`src/rtl/clint_timer.sv`:
```
// clint_timer: memory-mapped 64-bit machine timer with a compare register,
// a clock prescaler and a level interrupt output. Single-cycle bus acknowledge
// with registered read data.
module clint_timer #(
    parameter logic [31:0] BASE_ADDR = 32'h0200_0000,
    parameter int unsigned PRESCALE  = 1
) (
    input  logic        clk,
    input  logic        rst,
    input  logic        I_dbus_req,
    input  logic        I_dbus_we,
    input  logic [31:0] I_dbus_addr,
    input  logic [31:0] I_dbus_data,
    input  logic [3:0]  I_dbus_mask,
    output logic [31:0] O_dbus_data,
    output logic        O_dbus_ready,
    output logic        O_timer_int
);

    typedef enum logic [2:0] {
        REG_MTIME_LO    = 3'd0,
        REG_MTIME_HI    = 3'd1,
        REG_MTIMECMP_LO = 3'd2,
        REG_MTIMECMP_HI = 3'd3,
        REG_CTRL        = 3'd4,
        REG_STATUS      = 3'd5,
        REG_RSVD6       = 3'd6,
        REG_RSVD7       = 3'd7
    } reg_sel_e;

    localparam logic [15:0] LP_WRAP = 16'(PRESCALE - 1);

    logic [63:0] r_mtime;
    logic [63:0] r_mtimecmp;
    logic [31:0] r_shadow;
    logic [15:0] r_prescaler;
    logic        r_en;
    logic        r_ie;
    logic        r_ready;
    logic [31:0] r_rdata;
    logic        r_int;

    logic        w_acc;
    logic        w_wr;
    logic        w_rd;
    reg_sel_e    w_sel;
    logic [31:0] w_rdata;
    logic        w_ge;
    logic        w_tick;
    logic        w_wr_lo;
    logic        w_wr_hi;
    logic        w_unused;

    // Byte-lane merge of write data into an existing 32-bit value
    function automatic logic [31:0] f_merge(input logic [31:0] old_val,
                                            input logic [31:0] new_val,
                                            input logic [3:0]  be);
        logic [31:0] res;
        res = old_val;
        for (int unsigned i = 0; i < 4; i++) begin
            if (be[i]) res[8*i +: 8] = new_val[8*i +: 8];
        end
        return res;
    endfunction

    assign w_acc    = I_dbus_req && (I_dbus_addr[31:5] == BASE_ADDR[31:5]);
    assign w_wr     = w_acc && I_dbus_we;
    assign w_rd     = w_acc && !I_dbus_we;
    assign w_sel    = reg_sel_e'(I_dbus_addr[4:2]);
    assign w_ge     = (r_mtime >= r_mtimecmp);
    assign w_tick   = r_en && (r_prescaler == LP_WRAP);
    // An all-zero mask is a no-op write: it neither alters mtime nor clears the prescaler
    assign w_wr_lo  = w_wr && (w_sel == REG_MTIME_LO) && (|I_dbus_mask);
    assign w_wr_hi  = w_wr && (w_sel == REG_MTIME_HI) && (|I_dbus_mask);
    assign w_unused = ^I_dbus_addr[1:0];

    assign O_dbus_data  = r_rdata;
    assign O_dbus_ready = r_ready;
    assign O_timer_int  = r_int;

    // Read mux over current register contents; MTIME_HI returns the shadow copy
    always_comb begin
        w_rdata = '0;
        case (w_sel)
            REG_MTIME_LO:    w_rdata = r_mtime[31:0];
            REG_MTIME_HI:    w_rdata = r_shadow;
            REG_MTIMECMP_LO: w_rdata = r_mtimecmp[31:0];
            REG_MTIMECMP_HI: w_rdata = r_mtimecmp[63:32];
            REG_CTRL:        w_rdata = {30'd0, r_ie, r_en};
            REG_STATUS:      w_rdata = {31'd0, w_ge};
            default:         w_rdata = '0;
        endcase
    end

    // Prescaler and mtime: bus writes win over the tick and restart the prescaler
    always_ff @(posedge clk or negedge rst) begin
        if (!rst) begin
            r_mtime     <= '0;
            r_prescaler <= '0;
        end else if (w_wr_lo || w_wr_hi) begin
            r_prescaler <= '0;
            if (w_wr_lo) r_mtime[31:0]  <= f_merge(r_mtime[31:0], I_dbus_data, I_dbus_mask);
            if (w_wr_hi) r_mtime[63:32] <= f_merge(r_mtime[63:32], I_dbus_data, I_dbus_mask);
        end else if (r_en) begin
            if (w_tick) begin
                r_prescaler <= '0;
                r_mtime     <= r_mtime + 64'd1;
            end else begin
                r_prescaler <= r_prescaler + 16'd1;
            end
        end
    end

    // Compare, control and shadow registers
    always_ff @(posedge clk or negedge rst) begin
        if (!rst) begin
            r_mtimecmp <= '1;
            r_en       <= 1'b0;
            r_ie       <= 1'b0;
            r_shadow   <= '0;
        end else begin
            if (w_wr && (w_sel == REG_MTIMECMP_LO))
                r_mtimecmp[31:0] <= f_merge(r_mtimecmp[31:0], I_dbus_data, I_dbus_mask);
            if (w_wr && (w_sel == REG_MTIMECMP_HI))
                r_mtimecmp[63:32] <= f_merge(r_mtimecmp[63:32], I_dbus_data, I_dbus_mask);
            if (w_wr && (w_sel == REG_CTRL) && I_dbus_mask[0])
                {r_ie, r_en} <= I_dbus_data[1:0];
            if (w_rd && (w_sel == REG_MTIME_LO))
                r_shadow <= r_mtime[63:32];
        end
    end

    // Bus response: one-cycle ready, read data zero for writes and idle cycles
    always_ff @(posedge clk or negedge rst) begin
        if (!rst) begin
            r_ready <= 1'b0;
            r_rdata <= '0;
        end else begin
            r_ready <= w_acc;
            r_rdata <= w_rd ? w_rdata : '0;
        end
    end

    // Registered interrupt level
    always_ff @(posedge clk or negedge rst) begin
        if (!rst) r_int <= 1'b0;
        else      r_int <= r_ie & w_ge;
    end

endmodule

```
`config.mk`:
```
export PLATFORM = sky130hd
export DESIGN_NAME = clint_timer
export DESIGN_NICKNAME = d
export VERILOG_FILES = /design/src/rtl/clint_timer.sv
export SDC_FILE = /design/constraint.sdc
export NUM_CORES = 1
export LEC_CHECK = 0
export BUFFER_PORTS_ARGS = -buffer_cell sky130_fd_sc_hd__buf_2
export CAP_MARGIN = 20
export CORE_MARGIN = 2
export CORE_UTILIZATION = 60
export CTS_BUF_LIST = sky130_fd_sc_hd__clkbuf_2 sky130_fd_sc_hd__clkbuf_4 sky130_fd_sc_hd__clkbuf_8
export DETAILED_ROUTE_END_ITERATION = 8
export PLACE_DENSITY = 0.8
export SLEW_MARGIN = 10
export SYNTH_ARGS = -nofsm -noshare
export SYNTH_HDL_FRONTEND = slang
export SYNTH_SLANG_ARGS = --single-unit
```
`constraint.sdc`:
```
create_clock -name clk -period 4.37 [get_ports clk]
set_input_delay 0.874 -clock clk [delete_from_list [all_inputs] [get_ports clk]]
set_output_delay 0.874 -clock clk [all_outputs]
set_load 0.02 [all_outputs]
```
Word level (Yosys, flattened, before mapping)
Index checks and enable logic that the tools add are counted.
{"block": "totals", "wordCells": 89, "reg_bits": 212, "in_bits": 72, "output_inout_bits": 34}
{"block": "classes", "order_cmp": 1, "n_bitwise": 1, "n_mux": 14, "addsub": 2, "n_reduce_logical": 36, "n_eq_ne": 12}
{"operator": "64-bit 2-to-1 mux", "count": 3}
{"operator": "32-bit one-hot mux with 6 select lines", "count": 1}
{"operator": "32-bit 2-to-1 mux", "count": 3}
{"operator": "64-bit by 1-bit adder with 64-bit output (second input constant)", "count": 1}
{"operator": "64-bit greater-or-equal comparator", "count": 1}
{"operator": "16-bit 2-to-1 mux", "count": 3}
{"operator": "8-bit 2-to-1 mux", "count": 4}
{"operator": "4-bit AND reduction", "count": 8}
{"operator": "27-bit by 21-bit == test with 1-bit output (second input constant)", "count": 1}
{"operator": "16-bit by 1-bit adder with 16-bit output (second input constant)", "count": 1}
{"operator": "16-bit zero test", "count": 1}
{"operator": "2-bit AND reduction", "count": 8}
{"operator": "1-bit logical AND", "count": 13}
{"operator": "2-bit != test (second input constant)", "count": 6}
{"operator": "3-bit by 2-bit == test with 1-bit output (second input constant)", "count": 2}
{"operator": "3-bit == test (second input constant)", "count": 2}
{"operator": "2-bit nonzero test", "count": 2}
{"operator": "4-bit OR reduction", "count": 1}
{"operator": "3-bit by 1-bit == test with 1-bit output (second input constant)", "count": 1}
{"operator": "3-bit zero test", "count": 1}
{"operator": "1-bit AND", "count": 1}
{"operator": "1-bit zero test", "count": 1}
{"operator": "1-bit logical OR", "count": 1}

Longest topological paths before layout
Gate-level depths: netlist (run 1).
{"block": "depth", "depth_word": 8, "mapped_depth": 11, "mapped_depth_nobuf": 9}

Worst setup path after synthesis (run 1)
No wires, ideal clock.
{"block": "synth_path", "kind": "input-to-reg", "start": "input I_dbus_addr[15]", "end": "register r_shadow[10]", "path_buffers": 1, "setup_time_ns": 0.125, "t_arrival_ns": 2.623, "path_stages": 6, "t_required_ns": 4.245, "slack_ns": 1.622, "cell_sequence": "nor4b_1 and4_1 nand2_1 nor4_1 buf_2 mux2_2"}
{"block": "synth_via", "elab_chain_len": 4}
{"item": "start: declaration", "line_no": "12", "text": "input logic [31:0] I_dbus_addr,"}
{"item": "27-bit by 21-bit == test with 1-bit output", "line_no": "66", "text": "assign w_acc = I_dbus_req && (I_dbus_addr[31:5] == BASE_ADDR[31:5]);"}
{"item": "1-bit logical AND", "line_no": "66"}
{"item": "1-bit logical AND", "line_no": "68", "text": "assign w_rd = w_acc && !I_dbus_we;"}
{"item": "1-bit logical AND", "line_no": "128", "text": "if (w_rd && (w_sel == REG_MTIME_LO))"}
{"item": "end signal: assignment", "line_no": "129", "text": "r_shadow <= r_mtime[63:32];"}
{"item": "end: declaration", "line_no": "35", "text": "logic [31:0] r_shadow;"}
Every way passes these cells.
A chain may end at the register's enable or synchronous reset.

Worst setup path in the final report (run 1)
{"block": "layout_path", "start": "register r_prescaler[1]", "end": "register r_mtime[14]"}
{"block": "layout_via", "elab_chain_len": 4}
{"item": "start: declaration", "line_no": "36", "text": "logic [15:0] r_prescaler;"}
{"item": "start signal: assignment", "line_no": "109", "text": "r_prescaler <= r_prescaler + 16'd1;"}
{"item": "16-bit zero test", "line_no": "71", "text": "assign w_tick = r_en && (r_prescaler == LP_WRAP);"}
{"item": "1-bit logical AND", "line_no": "71"}
{"item": "2-bit nonzero test (no line)"}
{"item": "4-bit AND reduction (no line)"}
{"item": "end signal: assignment", "line_no": "102", "text": "if (w_wr_lo) r_mtime[31:0] <= f_merge(r_mtime[31:0], I_dbus_data, I_dbus_mask);"}
{"item": "end signal: assignment", "line_no": "107", "text": "r_mtime <= r_mtime + 64'd1;"}
{"item": "end: declaration", "line_no": "33", "text": "logic [63:0] r_mtime;"}
Every way passes these cells.

==> results.sh, run 1 <==
export IMPL_path_buf_inv=2
export IMPL_clock_skew_ns=0.0228
export IMPL_fin_util=0.687
export IMPL_r2r_slack_ns=1.09
export IMPL_cts_buffers=37
export IMPL_synthesis_area_mm2=0.0123
export IMPL_p_per_area_mw_per_mm2=293
export IMPL_max_clock_freq_mhz=305
export IMPL_layout_commonest_cell="dfrtp_1"
export IMPL_antenna_found_initial=0
export IMPL_ys_seq_area_frac=0.439
export IMPL_grt_max_degree=102
export IMPL_synthFlopType="dfrtp_1"
export IMPL_finalHoldViolations=0
export IMPL_startpoint_type="flip-flop"
export IMPL_fin_crit_ns=3.28
export IMPL_initial_core_util=0.608
export IMPL_drc=0
export IMPL_cp_arrival_ns=3.71
export IMPL_max_stage_delay_ns=0.60
export IMPL_synth_edf_count=0
export IMPL_outcome="finished, final reports clean"
export IMPL_gp_congestion=0.922
export IMPL_post_drt_wl_per_cell_um=20.9
export IMPL_drt_iter0_drc=1143
export IMPL_nets=1527
export IMPL_root_buffer="clkbuf_8"
export IMPL_die_w_um=147
export IMPL_grt_setup_unrepaired="no"
export IMPL_dp_hpwl_mm=24.5
export IMPL_coreArea_mm2=0.0202
export IMPL_synthesis_nets=1421
export IMPL_synth_distinct_cells=70
export IMPL_worstReg2RegStart="r_prescaler[1]"
export IMPL_slew_violations=0
export IMPL_met3_usage=0.0665
export IMPL_detail_route_first_pass_iterations=5
export IMPL_finalCritPeriodShare=0.750
export IMPL_clockBufferDepth=3
export IMPL_syn_to_final_growth_pct=13.1
export IMPL_path_cells="inv_1 > ha_1 > nor4b_1 > nand4_1 > a41oi_1 > buf_4 > a21oi_1 > nor2_1 > o21ai_0 > a22oi_1"
export IMPL_worst_pin_slew_ns=0.980
export IMPL_wirelength_mm=35.2
export IMPL_setup_tns_ns=0
export IMPL_cts_resized=0
export IMPL_vias=10910
export IMPL_avgSynthCellArea_um2=9.56
export IMPL_cp_required_ns=4.81
export IMPL_clk_pin_slew_worst_paths_ns=0.06
export IMPL_layout_drive_gt1_share=0.260
export IMPL_grt_usage=0.324
export IMPL_whs_ns=0.338
export IMPL_use_met2=0.516
export IMPL_cp_max_fo=9
export IMPL_synth_warnings=0
export IMPL_grt_pass1_wl_mm=55.5
export IMPL_die_h_um=147
export IMPL_worstSetupPathType="flip-flop to flip-flop"
export IMPL_fin_ws_ns=1.09
export IMPL_ff2ff_path_depth=10
export IMPL_dp_slack_ns=0.778
export IMPL_drv_cap=0
export IMPL_worstSetupEndpointType="flip-flop"
export IMPL_async_reset_ff_frac=1.00
export IMPL_cts_sinks=212
export IMPL_top_level_ports=106
export IMPL_r2r_end="r_mtime[14]"
export IMPL_met1_usage=0.439
export IMPL_cts_tree="yes"
export IMPL_grt_pass1_vias=10508
export IMPL_ir_worst_vdd_uv=293
export IMPL_critical_path_top_delay_family="simple AND/OR/NAND/NOR gates"
export IMPL_crit_path_top_delay_cell="a41oi_1"
export IMPL_n_antenna_cell=0
export IMPL_grt_overflow_total=0
export IMPL_die_area_mm2=0.0216
export IMPL_htreeDepth=2
export IMPL_relSlewSlack=0.330
export IMPL_post_drt_via_cell_ratio=6.48
export IMPL_setup_violations=0
export IMPL_p_leak_nw=5.96
export IMPL_netlist_instances=1282
export IMPL_ant_nets=0
export IMPL_cts_setup_buffers=0
export IMPL_min_delay_path_class="input pin to async pin"
export IMPL_clkLatencyLatePin_ns=0.54
export IMPL_rows=52
export IMPL_final_cell_mix="dfrtp_1, a21oi_1, nor2_1"
export IMPL_port_buffers=103
export IMPL_ctsHoldBuffers=0
export IMPL_busiest_layer="met2"
export IMPL_synth_seq_cells=212
## layer usage
metal | up-vias | share of wire
li1 | 4922 | -
met1 | 5299 | 0.40
met2 | 564 | 0.46
met3 | 125 | 0.096
met4 | 0 | 0.039
met5 | - | 0
## power breakdown
part,internal [mW],switching (mW)
registers,1.97,0.0000577
clock network,1.13,0.813
logic,0.0426,0.119
total,3.13,0.932
## through the flow
step	power, mW	area, um2	cells
global route	4.20	13900	1684
floorplan	2.04	12300	1282
global placement	2.16	13100	1619
CTS	4.09	13900	1684
finish	4.07	13900	1684
detailed placement	2.16	13100	1619
## cell usage after synthesis (20+ instances only)
master	count	share of area
nor2_1	122	0.037
nand4_1	32	0.016
o21ai_0	54	0.022
mux2i_1	22	0.018
a22oi_1	34	0.021
ha_1	67	0.068
dfrtp_1	148	0.30
a21oi_1	138	0.056
o22a_1	20	0.014
nand2_1	82	0.025
inv_1	81	0.025
mux2_2	96	0.088
nand3_1	56	0.023
dfstp_2	64	0.14
clkbuf_1	42	0.013
## cell type report
| class | count | area (um2) |
|---|---|---|
| clock buffers | 63 | 786 |
| clock inverters | 2 | 10.0 |
| fillers | 1597 | 6300 |
| inverters | 81 | 304 |
| multi-input cells | 931 | 6340 |
| flip-flops and latches | 212 | 5390 |
| well taps | 270 | 338 |
| repair buffers | 125 | 703 |
## how the worst max path moves through the flow
| stage | from | end | slack [ns] | depth (start not counted) |
|---|---|---|---|---|
| CTS | r_prescaler[0] | r_mtime[14] | 1.14 | 10 |
| detailed placement | I_dbus_addr[4] | r_mtime[57] | 0.78 | 6 |
| global placement | I_dbus_addr[14] | r_mtime[59] | 0.87 | 7 |
| floorplan | I_dbus_addr[15] | r_shadow[10] | 1.62 | 6 |
| global route | r_en | r_mtime[14] | 0.87 | 8 |
| finish | r_prescaler[1] | r_mtime[14] | 1.09 | 10 |
## sequential cells by signal (all words and copies together), names as in the netlist
name / flops
r_en: 1
r_shadow: 32
O_dbus_ready: 1
r_ie: 1
r_mtime: 64
O_dbus_data: 32
r_mtimecmp: 64
r_prescaler: 16
O_timer_int: 1
## worst register-to-register path: cells and delay by family (launching register included)
kind            cells  cell delay (ns)
compound gates      4             1.04
simple gates        3             1.21
fa+ha+maj           1             0.15
flops               1             0.40
buf+inv             2             0.40
## cells by family (layout without fill, tap and decap cells)
| group | count (synthesis) | in the layout | synth area share |
|---|---|---|---|
| AOI/OAI and AO/OA | 344 | 344 | 0.175 |
| xor gates and xnor gates | 10 | 10 | 0.00714 |
| adders and majority gates | 67 | 67 | 0.0684 |
| buffers and inverters | 139 | 271 | 0.0442 |
| DFF | 212 | 212 | 0.439 |
| muxes | 118 | 118 | 0.106 |
| and+or+nand+nor | 392 | 392 | 0.160 |
Power figures use the tool's default switching activity.
==> run 2: changes to the inputs <==
Clock period 4.37 ns to 3.2 ns, I/O delays scaled along.
==> results.sh, run 2 (same netlist as run 1, synthesis figures left out) <==
export IMPL_cts_buffers=39
export IMPL_syn_to_final_growth_pct=16.0
export IMPL_outcome="finished, final reports clean"
export IMPL_post_drt_via_cell_ratio=6.54
export IMPL_worst_pin_slew_ns=1.12
export IMPL_worstSetupPathType="flip-flop to flip-flop"
export IMPL_die_h_um=147
export IMPL_n_antenna_cell=0
export IMPL_root_buffer="clkbuf_8"
export IMPL_ir_worst_vdd_uv=309
export IMPL_final_cells=1712
export IMPL_cp_max_fo=3
export IMPL_clk_pin_slew_worst_paths_ns=0.06
export IMPL_fillerInstances=1529
export IMPL_startpoint_type="flip-flop"
export IMPL_reg_top3="r_mtime x64, r_mtimecmp x64"
export IMPL_setup_tns_ns=0
export IMPL_antenna_found_initial=0
export IMPL_die_area_mm2=0.0216
export IMPL_vias=11204
export IMPL_clock_skew_ns=0.0272
export IMPL_initial_core_util=0.608
export IMPL_nets=1550
export IMPL_cts_tree="yes"
export IMPL_fin_util=0.705
export IMPL_rows=52
export IMPL_cp_required_ns=3.65
export IMPL_max_clock_freq_mhz=353
export IMPL_ctsHoldBuffers=0
export IMPL_worstSetupEndpointType="flip-flop"
export IMPL_p_leak_nw=6.14
export IMPL_cts_setup_buffers=0
export IMPL_relSlewSlack=0.253
export IMPL_grt_usage=0.336
export IMPL_cts_resized=0
export IMPL_port_buffers=103
export IMPL_wirelength_mm=36.3
export IMPL_slew_violations=0
export IMPL_grt_overflow_total=0
export IMPL_detail_route_first_pass_iterations=6
export IMPL_dp_cells=1640
export IMPL_drv_cap=0
export IMPL_dp_hpwl_mm=25.2
export IMPL_setup_violations=0
export IMPL_ant_nets=0
export IMPL_final_cell_mix="dfrtp_1, a21oi_1, nor2_1"
export IMPL_dpl_cell_area_mm2=0.0133
export IMPL_min_delay_path_class="input pin to async pin"
export IMPL_finish_instance_area_mm2=0.0142
export IMPL_coreArea_mm2=0.0202
export IMPL_drt_iter0_drc=1304
export IMPL_clkLatencyLatePin_ns=0.56
export IMPL_fin_crit_ns=2.83
export IMPL_post_drt_wl_per_cell_um=21.2
export IMPL_grt_pass1_vias=10865
export IMPL_crit_path_top_delay_cell="dfstp_2"
export IMPL_layout_commonest_cell="dfrtp_1"
export IMPL_grt_pass1_wl_mm=57.4
export IMPL_layout_drive_gt1_share=0.274
export IMPL_cts_sinks=212
export IMPL_gp_congestion=0.953
export IMPL_top_level_ports=106
export IMPL_drc=0
export IMPL_p_per_area_mw_per_mm2=429
export IMPL_grt_setup_unrepaired="no"
export IMPL_crit_start="r_mtimecmp[43]"
export IMPL_clockBufferDepth=3
export IMPL_cp_arrival_ns=3.28
export IMPL_max_stage_delay_ns=0.54
export IMPL_htreeDepth=2
export IMPL_worstReg2RegStart="r_mtimecmp[43]"
export IMPL_finalHoldViolations=0
export IMPL_grt_max_degree=92
export IMPL_die_w_um=147
export IMPL_finalCritPeriodShare=0.885
export IMPL_path_cells="inv_1 > ha_1 > a21oi_1 > o21ai_0 > a22oi_1 > a31oi_1 > a2111o_1 > or3_1 > o31a_1"
## run 2: changes by cell type in the layout (fill, tap and decap cells not counted), sizes merged
cell | previous run | this run
clkbuf | 63 | 55
bufinv | 0 | 7
buf | 125 | 146
inv | 81 | 82
clkinvlp | 0 | 4
clkinv | 2 | 5
## run 2: path summary, 6_finish.rpt
| path | to | cells after the start | slack [ns] |
|---|---|---|---|
| max | O_dbus_data[0] | 9 | 0.37 |
| min | O_dbus_data[5] | 1 | 0.08 |
| max reg2reg | O_dbus_data[0] | 9 | 0.37 |
| min reg2reg | r_mtimecmp[26] | 2 | 0.50 |
| max in group asynchronous | r_mtimecmp[14] | 2 | 2.22 |
| min in group clk | r_mtimecmp[42] | 2 | 0.36 |
## run 2: cell type report
| cell class | instances | area, um2 | area share |
|---|---|---|---|
| multi-input cells | 931 | 6340 | 0.446 |
| flip-flops and latches | 212 | 5390 | 0.379 |
| repair buffers | 146 | 898 | 0.0631 |
| clock buffers | 55 | 688 | 0.0484 |
| well taps | 270 | 338 | 0.0237 |
| inverters | 81 | 304 | 0.0214 |
| clock inverters | 17 | 274 | 0.0193 |
## run 2: critical path, delay by kind of cell (launching register included)
family          cells  cell delay (ns)
simple gates        1             0.37
compound gates      6             1.46
fa+ha+maj           1             0.30
flops               1             0.54
buf+inv             1             0.04
## run 2: power breakdown
group / internal (mW) / switching [mW] / total (mW)
Combinational: 0.0617 / 0.167 / 0.229
Sequential: 2.69 / 0.0000732 / 2.69
Clock: 1.97 / 1.22 / 3.19
## run 2: stage by stage
stage / hold slack (ns) / power [mW] / setup WS [ns]
3_5_place_dp: 0.494 / 2.95 / 0.270
2_1_floorplan: 0.344 / 2.79 / 0.686
3_3_place_gp: 0.483 / 2.95 / 0.308
4_1_cts: 0.123 / 6.14 / 0.414
6_report: 0.0791 / 6.11 / 0.369
5_1_grt: 0.137 / 6.27 / 0.262
## run 2: layer usage
metal | track usage | share of wire | up-vias
met4 | 0.170 | 0.047 | 0
met3 | 0.0677 | 0.098 | 150
li1 | - | - | 4988
met2 | 0.532 | 0.46 | 636
met5 | 0 | 0 | -
met1 | 0.445 | 0.40 | 5430
==> run 3: changes to the inputs <==
Settings changed: ABC_AREA from default to 1, CORE_UTILIZATION 60 to 30, PLACE_DENSITY 0.8 to default.
==> results.sh, run 3 <==
export IMPL_post_drt_wl_per_cell_um=18.7
export IMPL_crit_start="I_dbus_addr[30]"
export IMPL_final_cell_mix="nand2_1, nor2_1, inv_1"
export IMPL_max_clock_freq_mhz=380
export IMPL_slew_violations=0
export IMPL_initial_core_util=0.302
export IMPL_vias=13769
export IMPL_syn_to_final_growth_pct=16.5
export IMPL_clock_skew_ns=0.0209
export IMPL_drv_cap=0
export IMPL_grt_setup_unrepaired="no"
export IMPL_r2r_end="r_mtime[47]"
export IMPL_avgSynthCellArea_um2=7.02
export IMPL_clkLatencyLatePin_ns=0.59
export IMPL_r2r_slack_ns=0.59
export IMPL_outcome="finished, final reports clean"
export IMPL_clockBufferDepth=3
export IMPL_nets=2262
export IMPL_synth_top_cell_area_share=0.265
export IMPL_setup_violations=0
export IMPL_cts_resized=0
export IMPL_rows=79
export IMPL_busiest_layer="met2"
export IMPL_dp_hpwl_mm=39.8
export IMPL_coreArea_mm2=0.0463
export IMPL_cp_max_fo=16
export IMPL_ys_seq_area_frac=0.385
export IMPL_synth_common_cells="nand2_1, nor2_1, inv_1"
export IMPL_cp_arrival_ns=3.11
export IMPL_root_buffer="clkbuf_8"
export IMPL_ir_worst_vdd_uv=172
export IMPL_netlist_top_cells_area="dfrtp_1, nand2_1, dfstp_2"
export IMPL_grt_overflow_total=0
export IMPL_antenna_found_initial=1
export IMPL_grt_usage=0.216
export IMPL_die_area_mm2=0.0484
export IMPL_gp_congestion=0.947
export IMPL_met1_usage=0.294
export IMPL_critPathCapture="r_mtimecmp[57]"
export IMPL_min_delay_path_class="input pin to async pin"
export IMPL_finalCritPeriodShare=0.822
export IMPL_cts_sinks=212
export IMPL_reg_top3="r_mtime x64, r_mtimecmp x64"
export IMPL_synthFlopType="dfrtp_1"
export IMPL_dp_slack_ns=-0.0342
export IMPL_drt_iter0_drc=1207
export IMPL_ant_nets=0
export IMPL_die_h_um=220
export IMPL_fin_ws_ns=0.569
export IMPL_cp_required_ns=3.68
export IMPL_grt_max_degree=77
export IMPL_final_seq_area_mm2=0.00539
export IMPL_drc=0
export IMPL_cts_setup_buffers=0
export IMPL_die_w_um=220
export IMPL_layout_commonest_cell="nand2_1"
export IMPL_top_level_ports=106
export IMPL_startpoint_type="input pin"
export IMPL_finalPower_mw=5.95
export IMPL_yosysMostFrequentCell="nand2_1"
export IMPL_finalHoldViolations=0
export IMPL_detail_route_first_pass_iterations=5
export IMPL_worstReg2RegStart="r_mtime[2]"
export IMPL_worstSetupEndpointType="flip-flop"
export IMPL_synthesis_nets=2131
export IMPL_p_per_area_mw_per_mm2=365
export IMPL_async_reset_ff_frac=1.00
export IMPL_relSlewSlack=0.474
export IMPL_grt_pass1_vias=13125
export IMPL_cts_tree="yes"
export IMPL_fin_crit_ns=2.63
export IMPL_post_synth_top_area_cell="dfrtp_1"
export IMPL_grt_pass1_wl_mm=78.1
export IMPL_netlist_instances=1992
export IMPL_clk_pin_slew_worst_paths_ns=0.06
export IMPL_wirelength_mm=51.7
export IMPL_multi_input_area_mm2=0.00738
export IMPL_cts_buffers=40
export IMPL_htreeDepth=2
export IMPL_worst_pin_slew_ns=0.787
export IMPL_synth_warnings=0
export IMPL_p_leak_nw=7.39
export IMPL_port_buffers=103
export IMPL_use_met2=0.351
export IMPL_fillerInstances=5015
export IMPL_ff2ff_path_depth=10
export IMPL_met3_usage=0.0306
export IMPL_layout_drive_gt1_share=0.155
export IMPL_synthesis_area_mm2=0.0140
export IMPL_synth_edf_count=0
export IMPL_worstSetupPathType="input pin to flip-flop"
export IMPL_ctsHoldBuffers=0
export IMPL_post_drt_via_cell_ratio=4.99
export IMPL_synth_distinct_cells=53
export IMPL_synth_seq_cells=212
-- run 3: power by group --
part           total, mW  leakage (nW)  internal (mW)  switching [mW]
Clock               3.05         0.488           1.82            1.23
Combinational      0.217          4.34         0.0565           0.161
Sequential          2.69          2.56           2.69    0.0000000402
Total               5.95          7.39           4.56            1.39
-- run 3: worst min path at each step --
stage	startpoint	end	slack, ns	cells past startpoint
after floorplan	rst	O_dbus_data[0]	0.34	0
after global placement	r_shadow[2]	r_shadow[2]	0.47	2
after detailed placement	r_shadow[16]	r_shadow[16]	0.47	2
after CTS	rst	O_dbus_data[13]	0.01	1
after global routing	rst	O_dbus_data[13]	0.04	1
final	rst	O_dbus_data[13]	0.03	1
-- run 3: per-stage QoR --
stage / hold slack [ns] / cells / instance area [um2] / setup TNS (ns) / utilization
final: 0.0300 / 2761 / 16300 / 0 / 0.352
after global routing: 0.0437 / 2761 / 16300 / 0 / 0.352
after CTS: 0.0148 / 2760 / 16300 / 0 / 0.352
after detailed placement: 0.474 / 2688 / 15400 / -0.0621 / 0.333
after global placement: 0.469 / 2688 / 15400 / 0 / 0.333
after floorplan: 0.344 / 1992 / 14000 / 0 / -
-- run 3: logic make-up after synthesis --
logic type / share of synthesized area
simple gates: 0.336
buf+inv: 0.0888
compound gates: 0.116
flops: 0.385
fa+ha+maj: 0.0599
xor+xnor: 0.0119
mux: 0.00161
-- run 3: final cells by class --
class / instances / area share
multi-input cells: 1462 / 0.453
clock buffers: 63 / 0.0486
inverters: 270 / 0.0622
flip-flops and latches: 212 / 0.330
repair buffers: 137 / 0.0517
well taps: 607 / 0.0466
diodes: 1 / 0.000154
clock inverters: 9 / 0.00760
-- run 3: layer usage --
| layer | share of wire | vias to the layer above | routed length (um) |
|---|---|---|---|
| met2 | 0.46 | 459 | 23900 |
| met1 | 0.45 | 6542 | 23200 |
| met5 | 0 | - | 0 |
| li1 | - | 6697 | - |
| met4 | 0.029 | 0 | 1510 |
| met3 | 0.060 | 71 | 3090 |
-- run 3: critical path, cell delays in order --
cell and delay, ns:
buf_2 0.10, nor2_1 0.14, nand3_1 0.12, inv_1 0.07, nand3_1 0.10, nor2_4 0.27
nand2_1 0.14, nor2_1 0.62, nand2_1 0.55, o21ai_0 0.35
